**src/rtl/hazard_scoreboard_pkg.sv**
```systemverilog
// Shared types, default parameters and counter-width derivation for the
// ID-stage hazard scoreboard.
package hazard_scoreboard_pkg;

    localparam int NUM_REGS_DEF    = 8;
    localparam int REG_BITS_DEF    = 3;
    localparam int WB_DIST_DEF     = 3;
    localparam int LOAD_EXTRA_DEF  = 1;
    localparam int STALL_CNT_W_DEF = 16;

    typedef logic [REG_BITS_DEF-1:0] reg_idx_t;

    // Countdown width able to hold WB_DIST (and therefore LOAD_EXTRA <= WB_DIST).
    function automatic int cw_of(input int wb_dist);
        return (wb_dist < 1) ? 1 : $clog2(wb_dist + 1);
    endfunction

endpackage

```
**src/rtl/hazard_scoreboard_sb_entry.sv**
```systemverilog
// One scoreboard entry: writeback countdown W and forward countdown R for a
// single architectural register. A load overrides any decrement, so a new
// write to the same register always wins over the old entry.
module hazard_scoreboard_sb_entry #(
    parameter int CW         = 2,
    parameter int WB_DIST    = 3,
    parameter int LOAD_EXTRA = 1
) (
    input  logic          clk,
    input  logic          rst_n,
    input  logic          load_i,
    input  logic          is_load_i,
    input  logic          hold_i,
    output logic [CW-1:0] w_o,
    output logic [CW-1:0] r_o,
    output logic          pending_o
);

    logic [CW-1:0] w_q, w_d;
    logic [CW-1:0] r_q, r_d;

    // Next-state: load new countdowns, else decrement nonzero counters unless frozen.
    always_comb begin
        w_d = w_q;
        r_d = r_q;
        if (load_i) begin
            w_d = CW'(WB_DIST);
            r_d = is_load_i ? CW'(LOAD_EXTRA) : '0;
        end else if (!hold_i) begin
            if (w_q != '0) w_d = w_q - CW'(1);
            if (r_q != '0) r_d = r_q - CW'(1);
        end
    end

    // Countdown registers, cleared asynchronously.
    always_ff @(posedge clk or negedge rst_n) begin
        if (!rst_n) begin
            w_q <= '0;
            r_q <= '0;
        end else begin
            w_q <= w_d;
            r_q <= r_d;
        end
    end

    assign w_o       = w_q;
    assign r_o       = r_q;
    assign pending_o = (w_q != '0);

endmodule

```
**src/rtl/hazard_scoreboard.sv**
```systemverilog
// ID-stage hazard scoreboard: per-register write tracking, operand hazard
// detection, stall/freeze priority and a saturating stall-cycle counter.
module hazard_scoreboard
    import hazard_scoreboard_pkg::*;
#(
    parameter int NUM_REGS    = NUM_REGS_DEF,
    parameter int REG_BITS    = REG_BITS_DEF,
    parameter int WB_DIST     = WB_DIST_DEF,
    parameter int LOAD_EXTRA  = LOAD_EXTRA_DEF,
    parameter int STALL_CNT_W = STALL_CNT_W_DEF
) (
    input  logic                   clk,
    input  logic                   rst_n,
    input  logic                   id_valid_i,
    input  logic [REG_BITS-1:0]    id_rs_i,
    input  logic                   id_rs_used_i,
    input  logic [REG_BITS-1:0]    id_rt_i,
    input  logic                   id_rt_used_i,
    input  logic                   id_br_use_i,
    input  logic                   id_reg_write_i,
    input  logic [REG_BITS-1:0]    id_writereg_i,
    input  logic                   id_mem_read_i,
    input  logic                   flush_i,
    input  logic                   mem_busy_i,
    output logic                   pc_write_o,
    output logic                   ifid_write_o,
    output logic                   stall_o,
    output logic                   freeze_o,
    output logic [NUM_REGS-1:0]    pending_o,
    output logic [STALL_CNT_W-1:0] stall_cycles_o
);

    localparam int CW = cw_of(WB_DIST);

    logic [CW-1:0]          w_arr [NUM_REGS];
    logic [CW-1:0]          r_arr [NUM_REGS];
    logic                   rs_hz;
    logic                   rt_hz;
    logic                   hz;
    logic                   issue;
    logic [STALL_CNT_W-1:0] stall_cnt_q, stall_cnt_d;

    for (genvar g = 0; g < NUM_REGS; g++) begin : g_entry
        hazard_scoreboard_sb_entry #(
            .CW         (CW),
            .WB_DIST    (WB_DIST),
            .LOAD_EXTRA (LOAD_EXTRA)
        ) u_sb_entry (
            .clk       (clk),
            .rst_n     (rst_n),
            .load_i    (issue && (id_writereg_i == REG_BITS'(g))),
            .is_load_i (id_mem_read_i),
            .hold_i    (mem_busy_i),
            .w_o       (w_arr[g]),
            .r_o       (r_arr[g]),
            .pending_o (pending_o[g])
        );
    end

    // Operand hazards: rs may be consumed in ID (needs writeback) or in EX
    // (needs forwardable result); rt is only consumed in EX.
    always_comb begin
        rs_hz = (id_br_use_i && (w_arr[id_rs_i] != '0))
             || (id_rs_used_i && (r_arr[id_rs_i] != '0));
        rt_hz = id_rt_used_i && (r_arr[id_rt_i] != '0);
        hz    = id_valid_i && !flush_i && (rs_hz || rt_hz);
    end

    // Output priority: memory freeze over hazard stall over normal advance.
    always_comb begin
        pc_write_o   = 1'b1;
        ifid_write_o = 1'b1;
        stall_o      = 1'b0;
        freeze_o     = 1'b0;
        if (mem_busy_i) begin
            freeze_o     = 1'b1;
            pc_write_o   = 1'b0;
            ifid_write_o = 1'b0;
        end else if (hz) begin
            stall_o      = 1'b1;
            pc_write_o   = 1'b0;
            ifid_write_o = 1'b0;
        end
    end

    assign issue = id_valid_i && id_reg_write_i && !stall_o && !flush_i && !mem_busy_i;

    // Saturating stall-cycle counter; freeze cycles are not stalls.
    always_comb begin
        stall_cnt_d = stall_cnt_q;
        if (stall_o && (stall_cnt_q != '1)) stall_cnt_d = stall_cnt_q + STALL_CNT_W'(1);
    end

    // Stall counter register.
    always_ff @(posedge clk or negedge rst_n) begin
        if (!rst_n) stall_cnt_q <= '0;
        else        stall_cnt_q <= stall_cnt_d;
    end

    assign stall_cycles_o = stall_cnt_q;

endmodule

```
**config.mk**
```make
export PLATFORM = sky130hd
export DESIGN_NAME = hazard_scoreboard
export DESIGN_NICKNAME = d
export VERILOG_FILES = /design/src/rtl/hazard_scoreboard_pkg.sv /design/src/rtl/hazard_scoreboard_sb_entry.sv /design/src/rtl/hazard_scoreboard.sv
export SDC_FILE = /design/constraint.sdc
export NUM_CORES = 1
export LEC_CHECK = 0
export CAP_MARGIN = 20
export CELL_PAD_IN_SITES_DETAIL_PLACEMENT = 1
export CELL_PAD_IN_SITES_GLOBAL_PLACEMENT = 2
export CORE_MARGIN = 1.5
export CORE_UTILIZATION = 33
export CTS_CLUSTER_DIAMETER = 120
export CTS_CLUSTER_SIZE = 12
export DETAILED_ROUTE_END_ITERATION = 12
export GPL_TIMING_DRIVEN = 0
export PLACE_DENSITY_LB_ADDON = 0.1
export SYNTH_ARGS = -nofsm -noshare
export SYNTH_HDL_FRONTEND = slang
export SYNTH_SLANG_ARGS = --single-unit
```
**constraint.sdc**
```tcl
create_clock -name clk -period 2.9 [get_ports clk]
set_input_delay 0.58 -clock clk [delete_from_list [all_inputs] [get_ports clk]]
set_output_delay 0.58 -clock clk [all_outputs]
set_load 0.03 [all_outputs]
```
Yosys cells after proc, flatten, opt, wreduce, memory -nomap -nowiden

Cells that the tools add are included.

Register bits after elaboration: 48
Input port bits: 19
Output and inout port bits: 28
Logic and storage cells: 192

Add/sub/neg operators: 17
Magnitude comparators: 2
Eq/ne operators: 16
Mux-type cells: 63
Bitwise gates (word level): 2
Reduce and logical (&&, ||, !) cells: 75

Operators by type and width:

| cell                    | count |
|---|---|
| $mux W2                 | 54 |
| $reduce_bool A2 Y1      | 35 |
| $reduce_and A2 Y1       | 16 |
| $sub A2 B1 Y2 const B   | 16 |
| $bmux W2 S3             | 3 |
| $logic_and A1 B1 Y1     | 18 |
| $add A16 B1 Y16 const B | 1 |
| $ne A16 B16 Y1 const B  | 1 |
| $ne A2 B1 Y1 const B    | 8 |
| $eq A3 B3 Y1 const B    | 4 |
| $ge A4 B4 Y1 const B    | 2 |
| $not A3 Y4              | 2 |
| $eq A3 B2 Y1 const B    | 2 |
| $mux W1                 | 6 |
| $eq A3 B1 Y1 const B    | 1 |
| $logic_not A1 Y1        | 3 |
| $logic_not A3 Y1        | 1 |
| $logic_or A1 B1 Y1      | 2 |

Longest topological paths before layout

Gate-level depths: netlist (run 1).

Word-level depth: 18
Mapped depth: 9
Mapped depth without buffers: 7

Hierarchy

From an unflattened synthesis (run 1), not the netlist that was laid out.

Cells, all modules: 331
Area total of the unflattened synthesis: 3049.2 um^2

Modules (own cells, without submodules):

| module                     | instances | cells each | area an instance (um^2) | seq. area each (um^2) |
|---|---|---|---|---|
| hazard_scoreboard_sb_entry | 8         | 24         | 217.7                   | 100.1 |
| hazard_scoreboard          | 1         | 139        | 1307.5                  | 400.4 |

Worst setup path after synthesis (run 1)

No wires, ideal clock.

Kind: input port to output port
Start point: in id_rs_i[0]
End point: out pc_write_o
Arrival: 2.665 ns
Data required time: 2.320 ns
Slack: -0.345 ns
Stages on the path: 9
Path buffers: 3
Cell sequence: buf_2 nor3_1 o22ai_1 a22oi_1 and3_1 clkbuf_1 nand3_1 a31oi_1 buf_4

Word-level cells in the longest chain between the ends: 11
Elaborated cells between the ends (all ways): 16
Classes of those cells: 8 x mux; 1 x bitwise; 7 x reduce/logical

RTL lines:

| item                                    | line                                             | text |
|---|---|---|
| from (decl)                             | hazard_scoreboard.sv:15                          | `input logic [REG_BITS-1:0] id_rs_i,` |
| $not A3 Y4 (implied by the code) *      | hazard_scoreboard.sv:63, hazard_scoreboard.sv:64 |  |
| $bmux W2 S3 (on tied branches)          | hazard_scoreboard.sv:63, hazard_scoreboard.sv:64 |  |
| $mux W2 (on tied branches) (2 in a row) | hazard_scoreboard.sv:63, hazard_scoreboard.sv:64 |  |
| $reduce_bool A2 Y1 (on tied branches)   | hazard_scoreboard.sv:63, hazard_scoreboard.sv:64 |  |
| $logic_and A1 B1 Y1 (on tied branches)  | hazard_scoreboard.sv:63, hazard_scoreboard.sv:64 |  |
| $logic_or A1 B1 Y1 *                    | hazard_scoreboard.sv:64                          | `\|\| (id_rs_used_i && (r_arr[id_rs_i] != '0));` |
| $logic_or A1 B1 Y1 *                    | hazard_scoreboard.sv:66                          | `hz = id_valid_i && !flush_i && (rs_hz \|\| rt_hz);` |
| $logic_and A1 B1 Y1 *                   | hazard_scoreboard.sv:66                          |  |
| $mux W1 * (2 in a row)                  | -                                                |  |
| to (decl)                               | hazard_scoreboard.sv:25                          | `output logic pc_write_o,` |

Mark *: on every way between the ends. The rest lies on a longest branch, timed or not. The select of a mux whose other input is x is not followed.

Final worst setup path (run 1)

Start point: in id_br_use_i
End point: out pc_write_o

Word-level cells in the longest chain between the ends: 6

RTL lines:

| item                | line                    | text |
|---|---|---|
| from (decl)         | hazard_scoreboard.sv:19 | `input logic id_br_use_i,` |
| $logic_and A1 B1 Y1 | hazard_scoreboard.sv:63 | `rs_hz = (id_br_use_i && (w_arr[id_rs_i] != '0))` |
| $logic_or A1 B1 Y1  | hazard_scoreboard.sv:64 |  |
| $logic_or A1 B1 Y1  | hazard_scoreboard.sv:66 |  |
| $logic_and A1 B1 Y1 | hazard_scoreboard.sv:66 |  |
| $mux W1             | hazard_scoreboard.sv:79 | `end else if (hz) begin` |
| $mux W1             | hazard_scoreboard.sv:75 | `if (mem_busy_i) begin` |

No other way between the ends.

==> flow_summary_export.csv, run 1 <==
group,metric,value,unit
grt,globalRoute.busiestLayer,"met2",
detailed_routing,drc,0,
setup_path,cp_data_required_time,2.32,ns
cells_and_area,drive_above_1_share,18.0,%
yosys,synthDistinctLibCells,47,
cells_and_area,fillCellCount,1104,
setup_path,critical_path.endpoint_type,"output pin",
setup_path,worst_setup_path_startpoint,"id_br_use_i",
floorplanning,floorplan.initialDensity,34.2,%
sta,slew_headroom,51.0,%
setup_path,setup.worst_path.start_class,"input port",
cts,cts-root-to-sink-buffers,2,
detailed_routing,first_iter_violations,79,
grt,grt.total_usage,19.4,%
cells_and_area,final_cell_mix,"sky130_fd_sc_hd__inv_1, sky130_fd_sc_hd__dfrtp_1, sky130_fd_sc_hd__clkdlybuf4s50_1, sky130_fd_sc_hd__buf_4, sky130_fd_sc_hd__nor3_1",
status,outcome,"complete, no violations",
placement,numPortBuffers,45,
flow_run,timing.max_cap.violations,0,
grt,globalRouteMet2Util,34.1,%
grt,grt_max_degree,26,
sta,finClkSkew,0.0103,ns
grt,grt_pass1_vias,3011,
cells_and_area,multi_input_logic_area,0.00188,mm²
cells_and_area,area_growth_syn_to_layout,32.3,%
sta,achievable-frequency,0.354,GHz
grt,grt_use_met1,25.1,%
sta,layout_worst_path_cycle_share,97.5,%
setup_path,r2r-start,"g_entry[0].u_sb_entry.r_o[1]$_DFFE_PN0P_",
detailed_routing,drt.antenna.violating_nets,0,
yosys,synth_largest_area_cell,"sky130_fd_sc_hd__dfrtp_1",
cts,clkSlewWorstSetupHoldPaths,0.10,ns
cts,clock_latency,0.31,ns
detailed_routing,detailroute.via_count,2892,
sta,rsz0062_at_grt,"yes",
yosys,ys_dominant_reg_cell,"sky130_fd_sc_hd__dfrtp_1",
cells_and_area,area.sequential,0.00120,mm²
placement,weighted_congestion_reported_at_the_end_of_routability_driven_placement,0.781,
floorplanning,core_region_area,0.00933,mm²
floorplanning,fp.dieH,101,µm
sta,finalCriticalPeriod,2.83,ns
setup_path,worstRegToRegCells,11,
cts,clock_sink_count,48,
yosys,async_flop_share,100,%
yosys,synth_edf_count,0,
floorplanning,full_die_area,0.0103,mm²
pwr,power_leakage,1.85,nW
sta,final_count_of_negative_setup_slack_endpoints,0,
floorplanning,fp-row-count,35,
cts,numCtsBuffers,5,
yosys,syn_avg_cell_area,8.84,µm²
cells_and_area,finalNetCount,463,
yosys,synthCells,361,
sta,timing_max_transition_violations_final,0,
yosys,synth_area,0.00319,mm²
cts,tritoncts,"done",
yosys,synth.yosys.seq_area_share,37.6,%
yosys,ys_seq_elements,48,
cts,cts.hold.buffers_added,0,
yosys,synthTopCellsByArea,"sky130_fd_sc_hd__dfrtp_1, sky130_fd_sc_hd__ha_1, sky130_fd_sc_hd__inv_1",
grt,grt_antenna_before_repair,0,
sta,worst_pin_slew,0.735,ns
placement,place.detailed.hpwl,6.97,mm
pwr,total_power,3.45,mW
yosys,warnings_from_yosys,0,
detailed_routing,length_of_the_first_detailed_routing_pass_in_iterations,4,
setup_path,critPathMaxFanout,3,
grt,overflow,0,
pwr,power.density_cell_area,818,mW/mm²
setup_path,setup.worst_path.class,"in -> out",
detailed_routing,wirelength,9.37,mm
pwr,irDropWorstVdd,0.463,mV
floorplanning,die_width,101,µm
yosys,postSynthNetCount,397,
setup_path,timing.critical_path.arrival,2.25,ns
detailed_routing,post_drt_via_cell_ratio,5.19,
hold_path,min_path_type,"in -> async",
detailed_routing,drt-wirelength-per-cell,16.8,µm
yosys,yosysTopAreaCellShare,37.6,%
cells_and_area,postLayoutCoreUtil,45.3,%
cts,htree_num_levels,2,
sta,hold_violations,0,
floorplanning,boundaryPins,47,
grt,use_met3,2.97,%
cts,clock_tree.root_cell,"sky130_fd_sc_hd__clkbuf_8",
cells_and_area,insertedDiodeCount,0,
grt,grt_pass1_wl,15.3,mm
==> cell type report <==
cell class	instances	share of cell area (%)
inverter	48	4.27
multi-input combinational	244	44.5
tap	129	3.82
timing repair buffer	61	13.2
clock buffer	5	1.63
clock inverter	3	1.01
sequential	48	28.5
buffer	19	3.11
==> routing by layer <==
layer	share of wire, %	wire, µm
met5	0	0
met4	0.76	71
met2	50	4700
met3	2.4	225
met1	47	4370
==> per-stage QoR <==
stage	setup WS, ns	TNS [ns]	instances	instance area (µm²)	hold WS [ns]
2_1_floorplan	0.0109	0	361	3210	0.284
3_3_place_gp	-1.40	-39.15	535	3820	0.475
3_5_place_dp	-1.43	-22.55	536	3840	0.484
4_1_cts	-0.0575	-0.0880	553	4120	0.277
5_1_grt	-0.0118	-0.0291	557	4220	0.280
6_report	0.0712	0	557	4220	0.261
==> where the power goes <==
group / internal [mW] / switching, mW
clock: 0.256 / 0.254
sequential: 0.928 / 0.263
combinational: 0.795 / 0.958
total: 1.98 / 1.47
==> synth_stat cells, types with 2 or more instances <==
library cell / n
sky130_fd_sc_hd__a21oi_1: 17
sky130_fd_sc_hd__o21ai_0: 13
sky130_fd_sc_hd__buf_2: 3
sky130_fd_sc_hd__ha_1: 17
sky130_fd_sc_hd__nor4_4: 2
sky130_fd_sc_hd__buf_4: 10
sky130_fd_sc_hd__a22oi_1: 3
sky130_fd_sc_hd__o2bb2ai_1: 2
sky130_fd_sc_hd__and2_1: 6
sky130_fd_sc_hd__nand4_1: 17
sky130_fd_sc_hd__nand2_1: 20
sky130_fd_sc_hd__inv_1: 48
sky130_fd_sc_hd__dfrtp_1: 48
sky130_fd_sc_hd__a21o_1: 3
sky130_fd_sc_hd__and3_1: 5
sky130_fd_sc_hd__o21a_1: 10
sky130_fd_sc_hd__a211oi_1: 2
sky130_fd_sc_hd__o211ai_2: 2
sky130_fd_sc_hd__o21ai_1: 5
sky130_fd_sc_hd__nor3_1: 24
sky130_fd_sc_hd__nand3b_1: 3
sky130_fd_sc_hd__buf_1: 2
sky130_fd_sc_hd__nand3_1: 12
sky130_fd_sc_hd__a221oi_1: 6
sky130_fd_sc_hd__nor4b_1: 7
sky130_fd_sc_hd__xnor2_1: 3
sky130_fd_sc_hd__nor4b_2: 2
sky130_fd_sc_hd__a31oi_1: 5
sky130_fd_sc_hd__clkbuf_1: 6
sky130_fd_sc_hd__nor4_1: 6
sky130_fd_sc_hd__nor3b_1: 6
sky130_fd_sc_hd__mux2i_1: 4
sky130_fd_sc_hd__nor2_1: 12
sky130_fd_sc_hd__xor2_1: 11
sky130_fd_sc_hd__or3_1: 7
==> kinds of logic (layout without fill, tap and decap cells) <==
logic type | after synthesis | after routing | synth area share, %
buf+inv | 69 | 136 | 9.41
simple gates | 135 | 135 | 25.5
compound gates | 73 | 73 | 15.3
mux | 5 | 5 | 1.61
fa+ha+maj | 17 | 17 | 6.67
flops | 48 | 48 | 37.6
xor+xnor | 14 | 14 | 3.84
==> final timing paths <==
kind,to,slack [ns]
max,pc_write_o,0.07
min,g_entry[3].u_sb_entry.w_o[0]$_DFFE_PN0P_,0.26
max reg2reg,stall_cycles_o[11]$_DFFE_PN0P_,0.33
min reg2reg,stall_cycles_o[13]$_DFFE_PN0P_,0.49
max in group asynchronous,g_entry[6].u_sb_entry.r_o[0]$_DFFE_PN0P_,2.08
min in group clk,stall_cycles_o[13]$_DFFE_PN0P_,0.49
==> sequential cells by signal (all words and copies together), names as in the netlist <==
register / cells
g_entry.u_sb_entry.w_o: 16
g_entry.u_sb_entry.r_o: 16
stall_cycles_o: 16
==> what timing repair did <==
action	in CTS	in global routing
gates cloned	0	0
setup buffers	10	5
resized for setup	47	19
pin swaps	8	8
setup endpoints to repair	40	38
==> critical path, stage by stage <==
cell	delay, ns
sky130_fd_sc_hd__clkdlybuf4s50_1	0.50
sky130_fd_sc_hd__nand3b_1	0.12
sky130_fd_sc_hd__buf_4	0.16
sky130_fd_sc_hd__a211oi_1	0.33
sky130_fd_sc_hd__a211oi_4	0.10
sky130_fd_sc_hd__nand3_4	0.12
sky130_fd_sc_hd__a31oi_4	0.09
sky130_fd_sc_hd__buf_6	0.12
sky130_fd_sc_hd__buf_6	0.12
Note: power is estimated with default switching activity, not from simulation.
==> inputs of run 2 (changes only) <==
CORE_MARGIN = 4   (was 1.5)
PLACE_DENSITY_LB_ADDON = 0.05   (was 0.1)
==> flow_summary_export.csv, run 2 (synthesized netlist as in run 1, its figures left out) <==
group,metric,value,unit
cells_and_area,final_cell_mix,"sky130_fd_sc_hd__dfrtp_1, sky130_fd_sc_hd__inv_1, sky130_fd_sc_hd__clkdlybuf4s50_1, sky130_fd_sc_hd__buf_4, sky130_fd_sc_hd__nor3_1",
setup_path,worstPathCellList,"clkdlybuf4s50_1 -> clkbuf_2 -> buf_2 -> a31oi_4 -> buf_6 -> buf_6",
detailed_routing,drt.antenna.violating_nets,0,
sta,timing_max_transition_violations_final,0,
floorplanning,die_width,106,µm
floorplanning,fp.dieH,106,µm
setup_path,timing.critical_path.slowest_stage_cell,"sky130_fd_sc_hd__clkdlybuf4s50_1",
sta,layout_worst_path_cycle_share,96.9,%
pwr,power.density_cell_area,805,mW/mm²
cts,clock_sink_count,48,
detailed_routing,drt-wirelength-per-cell,17.1,µm
placement,numPortBuffers,45,
sta,final_count_of_negative_setup_slack_endpoints,0,
floorplanning,full_die_area,0.0113,mm²
cells_and_area,fillCellCount,1085,
sta,achievable-frequency,0.356,GHz
hold_path,min_path_type,"in -> async",
setup_path,rrSetupSlack,0.31,ns
floorplanning,fp-row-count,35,
setup_path,path_buf_inv,5,
grt,grt_pass1_wl,15.9,mm
floorplanning,boundaryPins,47,
grt,grt_antenna_before_repair,0,
setup_path,cp_top_family,"buffers and inverters",
pwr,combinationalPowerShare,51.5,%
sta,slew_headroom,52.7,%
detailed_routing,length_of_the_first_detailed_routing_pass_in_iterations,4,
grt,overflow,0,
sta,worst_pin_slew,0.709,ns
sta,fin_tns_setup,0,ns
cells_and_area,multi_input_logic_area,0.00184,mm²
floorplanning,floorplan.initialDensity,34.2,%
setup_path,slowest_delay,0.66,ns
setup_path,setup.worst_path.start_class,"input port",
flow_run,timing.max_cap.violations,0,
placement,weighted_congestion_reported_at_the_end_of_routability_driven_placement,0.760,
setup_path,setup.worst_path.class,"in -> out",
setup_path,cpMostUsedCell,"sky130_fd_sc_hd__buf_6",
status,outcome,"complete, no violations",
setup_path,critPathMaxFanout,10,
cells_and_area,area_growth_syn_to_layout,31.6,%
cells_and_area,layout_commonest_cell,"sky130_fd_sc_hd__dfrtp_1",
pwr,power_leakage,1.87,nW
grt,grt.total_usage,17.7,%
cts,clkSlewWorstSetupHoldPaths,0.10,ns
cts,clock_latency,0.31,ns
pwr,power.internal,1.94,mW
sta,timing.hold.ws,0.181,ns
cts,tritoncts,"done",
grt,grt_max_degree,35,
detailed_routing,wirelength,9.58,mm
sta,finalCriticalPeriod,2.81,ns
setup_path,critical_path.endpoint_type,"output pin",
pwr,switching_power,1.45,mW
pwr,sequentialPowerShare,35.0,%
cts,htree_num_levels,2,
cells_and_area,area.sequential,0.00120,mm²
cts,cts-root-to-sink-buffers,2,
cells_and_area,drive_above_1_share,17.4,%
setup_path,cp_data_required_time,2.32,ns
detailed_routing,detailroute.via_count,2923,
pwr,irDropWorstVdd,0.346,mV
pwr,power_switching_share,42.8,%
detailed_routing,drc,0,
setup_path,timing.critical_path.arrival,2.23,ns
detailed_routing,post_drt_via_cell_ratio,5.23,
cts,numCtsBuffers,5,
cells_and_area,finalNetCount,466,
grt,grt_pass1_vias,3031,
detailed_routing,first_iter_violations,102,
sta,hold_violations,0,
cts,cts.hold.buffers_added,0,
placement,place.detailed.hpwl,7.00,mm
pwr,clockPowerShare,13.4,%
cells_and_area,postLayoutCoreUtil,45.0,%
sta,finClkSkew,0.0144,ns
cells_and_area,insertedDiodeCount,0,
sta,rsz0062_at_grt,"no",
floorplanning,core_region_area,0.00933,mm²
cts,clock_tree.root_cell,"sky130_fd_sc_hd__clkbuf_8",
-- run 2: cell types whose count changed in the layout (fill, tap and decap cells not counted), sizes merged --
cell and change:
clkinv -1, dlygate4sd2 -1, dlymetal6s2s +1, buf +5, clkdlybuf4s50 -1, clkbuf +1
clkinvlp -1, bufinv -1
-- run 2: final timing paths --
check / to / startpoint / cells past startpoint
max: pc_write_o / mem_busy_i / 6
min: g_entry[4].u_sb_entry.w_o[0]$_DFFE_PN0P_ / rst_n / 1
max reg2reg: stall_cycles_o[13]$_DFFE_PN0P_ / g_entry[6].u_sb_entry.w_o[0]$_DFFE_PN0P_ / 12
min reg2reg: g_entry[7].u_sb_entry.w_o[1]$_DFFE_PN0P_ / g_entry[7].u_sb_entry.w_o[1]$_DFFE_PN0P_ / 1
max in group asynchronous: g_entry[3].u_sb_entry.r_o[1]$_DFFE_PN0P_ / rst_n / 2
min in group clk: g_entry[7].u_sb_entry.w_o[1]$_DFFE_PN0P_ / g_entry[7].u_sb_entry.w_o[1]$_DFFE_PN0P_ / 1
-- run 2: timing repair --
item / CTS / global route
setup buffers: 14 / 5
setup endpoints to repair: 37 / 32
pin swaps: 8 / 7
gates resized for setup: 52 / 18
-- run 2: final cells by class --
type,instances,area share [%]
multi-input combinational,244,43.8
sequential,48,28.6
timing repair buffer,64,14.0
inverter,48,4.29
tap,129,3.84
buffer,19,3.13
clock buffer,7,2.29
-- run 2: power by group through the flow --
stage	clock, mW	sequential [mW]	combinational (mW)
after detailed placement	0	1.17	1.67
after floorplan	0	1.16	1.16
after global routing	0.500	1.24	1.96
after global placement	0	1.16	1.60
after CTS	0.471	1.18	1.75
final	0.455	1.18	1.74
-- run 2: layer usage --
layer	vias up	wire, µm	global-route usage (%)	part of all wire, %
li1	1422	-	-	-
met1	1450	4320	23.1	45
met2	45	4900	31.0	51
met3	6	270	2.85	2.8
met4	0	85	3.33	0.89
met5	-	0	0	0
-- run 2: metrics by stage --
step                power [mW]  setup slack [ns]  cells  area [µm²]
floorplan                 2.32            0.0109    361        3210
global placement          2.75             -1.40    535        3820
detailed placement        2.83             -1.42    536        3840
CTS                       3.40           -0.0308    556        4150
global route              3.70           0.00397    559        4200
finish                    3.38            0.0902    559        4200
-- run 2: worst reg2reg max path: stages (launching register included) --
cell	delay (ns)
sky130_fd_sc_hd__dfrtp_1	0.45
sky130_fd_sc_hd__nor3_4	0.24
sky130_fd_sc_hd__o22ai_1	0.14
sky130_fd_sc_hd__a22oi_2	0.23
sky130_fd_sc_hd__buf_4	0.14
sky130_fd_sc_hd__buf_4	0.09
sky130_fd_sc_hd__buf_4	0.10
sky130_fd_sc_hd__buf_4	0.11
sky130_fd_sc_hd__nand2_4	0.11
sky130_fd_sc_hd__o211ai_2	0.32
sky130_fd_sc_hd__buf_2	0.31
sky130_fd_sc_hd__nor3_1	0.09
sky130_fd_sc_hd__xor2_1	0.15
